File: src/rtl/alu_mc_if.sv
// ---------------------------------------------------------------------------
// alu_mc_if
// Handshake and data bundle between the operand stage, alu_mc and writeback.
//
// Handshake rules:
//   - Input side: a transfer happens on a rising clock edge where in_valid
//     and in_ready are both 1. A, B and ALUop are sampled only on that edge.
//   - Output side: a transfer happens on a rising clock edge where out_valid
//     and out_ready are both 1. Result and flags stay stable while out_valid
//     is 1 and out_ready is 0.
//
// Signals:
//   in_valid, A, B, ALUop      operand-stage -> ALU
//   in_ready                   ALU -> operand-stage
//   out_valid, Result, flags   ALU -> writeback
//   out_ready                  writeback -> ALU
// Modports: master (operand/writeback side), slave (ALU side).
// ---------------------------------------------------------------------------
interface alu_mc_if #(
  parameter int DATA_WIDTH = 32
);
  logic                  in_valid;
  logic                  in_ready;
  logic [DATA_WIDTH-1:0] A;
  logic [DATA_WIDTH-1:0] B;
  logic [3:0]            ALUop;
  logic                  out_valid;
  logic                  out_ready;
  logic [DATA_WIDTH-1:0] Result;
  logic                  Overflow;
  logic                  CarryOut;
  logic                  Zero;

  modport master (
    output in_valid, A, B, ALUop, out_ready,
    input  in_ready, out_valid, Result, Overflow, CarryOut, Zero
  );

  modport slave (
    input  in_valid, A, B, ALUop, out_ready,
    output in_ready, out_valid, Result, Overflow, CarryOut, Zero
  );
endinterface

File: src/rtl/alu_mc.sv
// ---------------------------------------------------------------------------
// alu_mc
// Multi-cycle ALU. Logic, add/sub, compares and shifts finish in one cycle;
// MUL/MULHU (shift-add) and DIVU/REMU (restoring division) iterate one bit
// per cycle for DATA_WIDTH cycles. All results and flags are registered.
//
// Ports:
//   clk          clock, rising edge
//   rst_n        asynchronous active-low reset
//   io_bus       alu_mc_if.slave: in_valid/in_ready/A/B/ALUop,
//                out_valid/out_ready/Result/Overflow/CarryOut/Zero
//   o_dbg_state  current FSM state (0 IDLE, 1 BUSY, 2 DONE)
//
// DATA_WIDTH must be >= 4 and a power of two.
// ---------------------------------------------------------------------------
module alu_mc #(
  parameter int DATA_WIDTH = 32
) (
  input  logic        clk,
  input  logic        rst_n,
  alu_mc_if.slave     io_bus,
  output logic [1:0]  o_dbg_state
);
  localparam int W  = DATA_WIDTH;
  localparam int SW = $clog2(DATA_WIDTH);
  localparam logic [SW-1:0] CNT_LAST = SW'(DATA_WIDTH - 1);

  typedef enum logic [1:0] {
    S_IDLE = 2'd0,
    S_BUSY = 2'd1,
    S_DONE = 2'd2
  } state_t;

  state_t          r_state;
  state_t          w_next;
  logic [SW-1:0]   r_cnt;
  logic [1:0]      r_op;     // low opcode bits: [1]=divide, [0]=high half
  logic [W-1:0]    r_hi;     // product high word / partial remainder
  logic [W-1:0]    r_lo;     // multiplier then product low / dividend then quotient
  logic [W-1:0]    r_opnd;   // multiplicand or divisor
  logic [W-1:0]    r_result;
  logic            r_ovf;
  logic            r_cout;
  logic            r_zero;

  logic [W-1:0]    w_a;
  logic [W-1:0]    w_b;
  logic [3:0]      w_op;
  logic            w_accept;
  logic            w_iter_op;
  logic [SW-1:0]   w_shamt;
  logic [W:0]      w_sum;
  logic [W:0]      w_diff;
  logic            w_borrow;
  logic            w_slt;
  logic [W-1:0]    w_sc_result;
  logic            w_sc_cout;
  logic            w_sc_ovf;

  logic [W:0]      w_mul_sum;
  logic [W:0]      w_div_shift;
  logic [W:0]      w_div_sub;
  logic            w_div_ok;
  logic [W-1:0]    w_iter_hi;
  logic [W-1:0]    w_iter_lo;
  logic [W-1:0]    w_iter_res;

  assign w_a       = io_bus.A;
  assign w_b       = io_bus.B;
  assign w_op      = io_bus.ALUop;
  assign w_accept  = io_bus.in_valid && (r_state == S_IDLE);
  // MUL/MULHU/DIVU/REMU are exactly the opcodes 11xx.
  assign w_iter_op = (w_op[3:2] == 2'b11);
  assign w_shamt   = w_b[SW-1:0];

  // ---------------- single-cycle datapath ----------------
  assign w_sum    = {1'b0, w_a} + {1'b0, w_b};
  assign w_diff   = {1'b0, w_a} - {1'b0, w_b};
  assign w_borrow = w_diff[W];
  // Signed less-than: with differing signs the negative operand is smaller,
  // otherwise the unsigned borrow is the answer. Immune to subtract overflow.
  assign w_slt    = (w_a[W-1] != w_b[W-1]) ? w_a[W-1] : w_borrow;

  always_comb begin
    w_sc_result = '0;
    w_sc_cout   = 1'b0;
    w_sc_ovf    = 1'b0;
    case (w_op)
      4'b0000: w_sc_result = w_a & w_b;
      4'b0001: w_sc_result = w_a | w_b;
      4'b0010: begin
        w_sc_result = w_sum[W-1:0];
        w_sc_cout   = w_sum[W];
        w_sc_ovf    = (w_a[W-1] == w_b[W-1]) && (w_sum[W-1] != w_a[W-1]);
      end
      4'b0110: begin
        w_sc_result = w_diff[W-1:0];
        w_sc_cout   = w_borrow;
        w_sc_ovf    = (w_a[W-1] != w_b[W-1]) && (w_diff[W-1] != w_a[W-1]);
      end
      4'b0111: begin
        w_sc_result = {{(W-1){1'b0}}, w_slt};
        w_sc_cout   = w_borrow;
      end
      4'b0100: w_sc_result = w_a ^ w_b;
      4'b0101: w_sc_result = ~(w_a | w_b);
      4'b0011: begin
        w_sc_result = {{(W-1){1'b0}}, w_borrow};
        w_sc_cout   = w_borrow;
      end
      4'b1000: w_sc_result = w_a << w_shamt;
      4'b1001: w_sc_result = w_a >> w_shamt;
      4'b1010: w_sc_result = $signed(w_a) >>> w_shamt;
      default: w_sc_result = '0;  // reserved 1011; 11xx never uses this path
    endcase
  end

  // ---------------- iterative datapath ----------------
  // Shift-add: add the multiplicand into the high word when the current
  // multiplier bit is set, then shift the whole product right by one.
  assign w_mul_sum = {1'b0, r_hi} + (r_lo[0] ? {1'b0, r_opnd} : '0);

  // Restoring division: bring the next dividend bit into the remainder and
  // subtract the divisor if it fits. A zero divisor always "fits", which
  // yields an all-ones quotient and leaves the dividend as the remainder.
  assign w_div_shift = {r_hi, r_lo[W-1]};
  assign w_div_sub   = w_div_shift - {1'b0, r_opnd};
  assign w_div_ok    = (w_div_shift >= {1'b0, r_opnd});

  always_comb begin
    w_iter_hi = '0;
    w_iter_lo = '0;
    if (r_op[1]) begin
      w_iter_hi = w_div_ok ? w_div_sub[W-1:0] : w_div_shift[W-1:0];
      w_iter_lo = {r_lo[W-2:0], w_div_ok};
    end else begin
      w_iter_hi = w_mul_sum[W:1];
      w_iter_lo = {w_mul_sum[0], r_lo[W-1:1]};
    end
  end

  // MULHU and REMU take the high word, MUL and DIVU the low word.
  assign w_iter_res = r_op[0] ? w_iter_hi : w_iter_lo;

  // ---------------- FSM ----------------
  always_ff @(posedge clk or negedge rst_n) begin
    if (!rst_n) r_state <= S_IDLE;
    else        r_state <= w_next;
  end

  always_comb begin
    w_next = r_state;
    case (r_state)
      S_IDLE: if (io_bus.in_valid) w_next = w_iter_op ? S_BUSY : S_DONE;
      S_BUSY: if (r_cnt == '0)     w_next = S_DONE;
      S_DONE: if (io_bus.out_ready) w_next = S_IDLE;
      default: w_next = S_IDLE;
    endcase
  end

  // ---------------- datapath registers ----------------
  always_ff @(posedge clk or negedge rst_n) begin
    if (!rst_n) begin
      r_cnt    <= '0;
      r_op     <= '0;
      r_hi     <= '0;
      r_lo     <= '0;
      r_opnd   <= '0;
      r_result <= '0;
      r_ovf    <= 1'b0;
      r_cout   <= 1'b0;
      r_zero   <= 1'b0;
    end else if (w_accept) begin
      r_op <= w_op[1:0];
      if (w_iter_op) begin
        r_cnt  <= CNT_LAST;
        r_hi   <= '0;
        r_lo   <= w_op[1] ? w_a : w_b;
        r_opnd <= w_op[1] ? w_b : w_a;
      end else begin
        r_result <= w_sc_result;
        r_ovf    <= w_sc_ovf;
        r_cout   <= w_sc_cout;
        r_zero   <= (w_sc_result == '0);
      end
    end else if (r_state == S_BUSY) begin
      r_hi <= w_iter_hi;
      r_lo <= w_iter_lo;
      if (r_cnt == '0) begin
        r_result <= w_iter_res;
        r_ovf    <= 1'b0;
        r_cout   <= 1'b0;
        r_zero   <= (w_iter_res == '0);
      end else begin
        r_cnt <= r_cnt - 1'b1;
      end
    end
  end

  // ---------------- outputs ----------------
  assign io_bus.in_ready  = (r_state == S_IDLE);
  assign io_bus.out_valid = (r_state == S_DONE);
  assign io_bus.Result    = r_result;
  assign io_bus.Overflow  = r_ovf;
  assign io_bus.CarryOut  = r_cout;
  assign io_bus.Zero      = r_zero;
  assign o_dbg_state      = r_state;

endmodule

File: src/flat_wrapper.sv
// flat-port wrapper written by rule: the top's interface ports become plain ports
module alu_mc_flat 
#(
  parameter int DATA_WIDTH = 32
)
  (clk, rst_n, o_dbg_state, io_bus_in_valid, io_bus_A, io_bus_B, io_bus_ALUop, io_bus_out_ready, io_bus_in_ready, io_bus_out_valid, io_bus_Result, io_bus_Overflow, io_bus_CarryOut, io_bus_Zero);
  alu_mc_if #(.DATA_WIDTH(DATA_WIDTH)) io_bus_i ();
  input  logic clk;
  input  logic rst_n;
  output logic [1:0] o_dbg_state;
  input wire logic [$bits(io_bus_i.in_valid)-1:0] io_bus_in_valid;
  input wire logic [$bits(io_bus_i.A)-1:0] io_bus_A;
  input wire logic [$bits(io_bus_i.B)-1:0] io_bus_B;
  input wire logic [$bits(io_bus_i.ALUop)-1:0] io_bus_ALUop;
  input wire logic [$bits(io_bus_i.out_ready)-1:0] io_bus_out_ready;
  output wire logic [$bits(io_bus_i.in_ready)-1:0] io_bus_in_ready;
  output wire logic [$bits(io_bus_i.out_valid)-1:0] io_bus_out_valid;
  output wire logic [$bits(io_bus_i.Result)-1:0] io_bus_Result;
  output wire logic [$bits(io_bus_i.Overflow)-1:0] io_bus_Overflow;
  output wire logic [$bits(io_bus_i.CarryOut)-1:0] io_bus_CarryOut;
  output wire logic [$bits(io_bus_i.Zero)-1:0] io_bus_Zero;
  assign io_bus_i.in_valid = io_bus_in_valid;
  assign io_bus_i.A = io_bus_A;
  assign io_bus_i.B = io_bus_B;
  assign io_bus_i.ALUop = io_bus_ALUop;
  assign io_bus_i.out_ready = io_bus_out_ready;
  assign io_bus_in_ready = io_bus_i.in_ready;
  assign io_bus_out_valid = io_bus_i.out_valid;
  assign io_bus_Result = io_bus_i.Result;
  assign io_bus_Overflow = io_bus_i.Overflow;
  assign io_bus_CarryOut = io_bus_i.CarryOut;
  assign io_bus_Zero = io_bus_i.Zero;
  alu_mc #(.DATA_WIDTH(DATA_WIDTH)) u_core (.clk(clk), .rst_n(rst_n), .io_bus(io_bus_i), .o_dbg_state(o_dbg_state));
endmodule
File: config.mk
export PLATFORM = sky130hd
export DESIGN_NAME = alu_mc_flat
export DESIGN_NICKNAME = d
export VERILOG_FILES = /design/src/rtl/alu_mc_if.sv /design/src/rtl/alu_mc.sv /design/src/flat_wrapper.sv
export SDC_FILE = /design/constraint.sdc
export NUM_CORES = 1
export LEC_CHECK = 0
export BUFFER_PORTS_ARGS = -buffer_cell sky130_fd_sc_hd__buf_2
export CELL_PAD_IN_SITES_DETAIL_PLACEMENT = 1
export CELL_PAD_IN_SITES_GLOBAL_PLACEMENT = 1
export CORE_ASPECT_RATIO = 1.4
export CORE_UTILIZATION = 35
export CTS_CLUSTER_DIAMETER = 40
export DETAILED_ROUTE_END_ITERATION = 12
export GPL_TIMING_DRIVEN = 0
export HOLD_SLACK_MARGIN = 0.12
export MAX_ROUTING_LAYER = met4
export PLACE_DENSITY_LB_ADDON = 0.1
export SETUP_SLACK_MARGIN = 0.05
export SYNTH_ARGS = -nofsm -noshare
export SYNTH_HDL_FRONTEND = slang
export SYNTH_SLANG_ARGS = --single-unit
File: constraint.sdc
create_clock -name clk -period 10.79 [get_ports clk]
set_input_delay 1.079 -clock clk [delete_from_list [all_inputs] [get_ports clk]]
set_output_delay 1.079 -clock clk [all_outputs]
set_load 0.01 [all_outputs]
==> flow_metrics.tcl <==
set metrics [dict create \
    place.gp.congestion 1.12 \
    worst_pin_slew_ns 1.62 \
    syn_area_per_cell_um2 7.40 \
    io_buffers 110 \
    crit_path_end_kind "flip-flop" \
    synth_seq_cells 140 \
    drtIter0Drc 2138 \
    ant_nets 0 \
    final_hold_viol_count 0 \
    grt.total_usage 0.462 \
    antenna_found_initial 7 \
    yosys.cell_types.count 91 \
    place_area_um2 23800 \
    async_reset_ff_frac 1.00 \
    cts.clk_slew.worst_paths_ns 0.07 \
    status "complete, but fails checks" \
    grt_pass1_wl_um 206000 \
    drv_cap 3 \
    finalSetupTns_ns 0 \
    synth.yosys.seq_area_share 0.158 \
    final_util 0.393 \
    worstPathArrival_ns 10.04 \
    drt-total-wl_um 146000 \
    cts_made_buffers 17 \
    fin_skew_ns 0.0116 \
    fmax_ghz 0.104 \
    grt_pass1_vias 27769 \
    cts_tree "built" \
    slowest_delay_ns 1.20 \
    slew_headroom -0.0833 \
    irDropWorstVdd_mv 0.194 \
    timing.critical_path.buf_inv 7 \
    syn_nets 3232 \
    path_cells "buf_2 -> buf_2 -> inv_2 -> buf_2 -> buf_1 -> clkbuf_1 -> ha_1 -> clkbuf_1 -> nor2b_1 -> o211ai_1 -> a21oi_1 -> o31ai_1 -> a2111o_1 -> a211oi_1 -> o211ai_1 -> nor4_1 -> nand4b_1 -> or4_1 -> or4_1 -> nand3_1" \
    min_to "u_core.io_bus.Result[20]" \
    start_kind "primary input" \
    cts_setup_buffers 0 \
    die_y_um 299 \
    power_density_nw_per_um2 261 \
    vias_per_cell 6.73 \
    hpwl_um 121000 \
    root_buffer "clkbuf_16" \
    cts_buffer_depth 2 \
    stdcell_area_um2 24500 \
    slew_viol_final 14 \
    hold_start "u_core.io_bus.Result[20]" \
    drc 0 \
    cts_hold_buf 0 \
    syn_to_final_growth_pct 10.7 \
    insertion_delay_ns 0.45 \
    ios 111 \
    synth-edff-count 0 \
    reg2reg_from "u_core.r_lo[31]" \
    start_util 0.355 \
    cts_resized 0 \
    htreeDepth 4 \
    yosys_most_used_dff "dfrtp_1" \
    r2r-end "u_core.io_bus.Zero" \
    finalSetupViolations 0 \
    worst_hold_path.num_cells 2 \
    r2r_slack_ns 4.09 \
    core_um2 62300 \
    wl_per_cell_um 36.8 \
    cts_sinks 140 \
    min_period_ns 9.65 \
    grt-ovfl-total 0 \
    fp-row-count 108 \
    setup_ws_ns 1.14 \
    place_ws_ns 1.19 \
    hp-class "flip-flop to flip-flop" \
    drt_pass1_iterations 7 \
    crit_type "primary input to flip-flop" \
    reg2reg_depth 16 \
    yosys_warnings 0 \
    die_area_um2 64200 \
    multi_input_area_um2 17100 \
    vias 26706 \
    cp_top_family "compound AO/OA/AOI/OAI gates" \
    synth.top_cell.area_share 0.158 \
    grt_max_degree 83 \
    seq_area_um2 3500 \
    synthesis.area_um2 22100 \
    critPathSlowestCell "a211oi_1" \
    syn_inst 2990 \
    violations "capacitance limit, slew limit" \
    p_total_mw 6.40 \
    leakage_nw 10.3 \
    rsz0062_at_grt "no" \
    cp_common_cell "buf_2" \
    final_nets 3367 \
    synth_area_leader_cell "dfrtp_1" \
    final.period_utilization 0.894 \
    synth.area.top_cells "dfrtp_1, ha_1, nand2_1" \
    layout_common_cells "nand2_1, o21ai_0, a21oi_1, nor2_1, clkbuf_1" \
    fillCellCount 7885 \
    die_w_um 215 \
    drive_gt1_frac 0.101 \
    final_common_cell "nand2_1" \
    worst-path-max-fanout 11 \
    critPathRequiredTime_ns 11.18 \
]
area by class of cell:
cell class              instances  area share
plain buffers                 249      0.0407
clock buffers                  18      0.0179
multi-input cells            2449       0.698
clock inverters                14     0.00838
flip-flops and latches        140       0.143
diodes                          8    0.000817
well taps                     825      0.0421
inverters                     152      0.0233
repair buffers                116      0.0254
through the flow:
step / hold WS (ns) / std cells
6_report: 0.485 / 3971
3_3_place_gp: 0.476 / 3925
4_1_cts: 0.487 / 3961
3_5_place_dp: 0.472 / 3929
5_1_grt: 0.508 / 3969
2_1_floorplan: 0.462 / 2990
logic make-up after synthesis:
| group | synth area share |
|---|---|
| compound gates | 0.299 |
| xor+xnor | 0.0360 |
| fa+ha+maj | 0.0975 |
| buf+inv | 0.0709 |
| flops | 0.158 |
| mux | 0.134 |
| simple gates | 0.204 |
state kept, by name, summed over array words and instances (netlist names):
register and count:
u_core.io_bus.Result 32, u_core.r_hi 32, u_core.r_lo 32, u_core.r_opnd 32
u_core.r_cnt 5, u_core.o_dbg_state 2, u_core.r_op 2, u_core.io_bus.CarryOut 1
u_core.io_bus.Overflow 1, u_core.io_bus.Zero 1
synth_stat cells, types with 16 or more instances:
cell and n:
xor2_1 30, o22ai_1 32, nor2b_1 32, buf_1 35
xnor2_1 61, mux2_2 45, nand2_1 385, mux4_2 59
a211o_1 16, or3_1 16, clkbuf_1 186, and2_1 49
nand4_1 34, o21a_1 16, a221oi_1 29, a21oi_1 205
nand3_1 84, a221o_1 18, nor2_1 203, inv_1 148
a211oi_1 47, mux2i_1 109, buf_2 22, nor4_1 27
o31ai_1 23, o21ai_0 261, nor3_1 51, o211ai_1 70
a31oi_1 40, a22oi_1 18, dfrtp_1 140, nand2b_1 21
ha_1 166, a21o_1 49
tightest hold or removal path, cell delays in order (launching register included):
cell	delay, ns
dfrtp_1	0.34
nand2_1	0.04
o21ai_0	0.06
report_power, final:
part           total, mW  switching [mW]  leakage [nW]  internal (mW)
combinational       4.69            3.19          8.24           1.49
clock              0.671           0.272         0.314          0.399
sequential          1.04           0.285          1.75          0.752
total               6.40            3.75          10.3           2.64
per-layer routing:
| metal | track usage | wire length [µm] | share of wire |
|---|---|---|---|
| met5 | - | 0 | 0 |
| met2 | 0.767 | 70100 | 0.48 |
| met1 | 0.449 | 49700 | 0.34 |
| met3 | 0.0824 | 9080 | 0.062 |
| met4 | 0.461 | 17100 | 0.12 |
how the worst max path moves through the flow:
stage / from / endpoint / slack, ns / depth (start not counted)
2_1_floorplan: io_bus_B[2] / u_core.io_bus.Zero / 4.91 / 18
3_3_place_gp: io_bus_B[2] / u_core.io_bus.Zero / 1.21 / 20
3_5_place_dp: io_bus_B[2] / u_core.io_bus.Zero / 1.19 / 20
4_1_cts: io_bus_B[2] / u_core.io_bus.Zero / 1.65 / 20
5_1_grt: io_bus_B[2] / u_core.io_bus.Zero / 1.55 / 20
6_report: io_bus_B[2] / u_core.io_bus.Zero / 1.14 / 20
(Power assumes the default switching activity.)
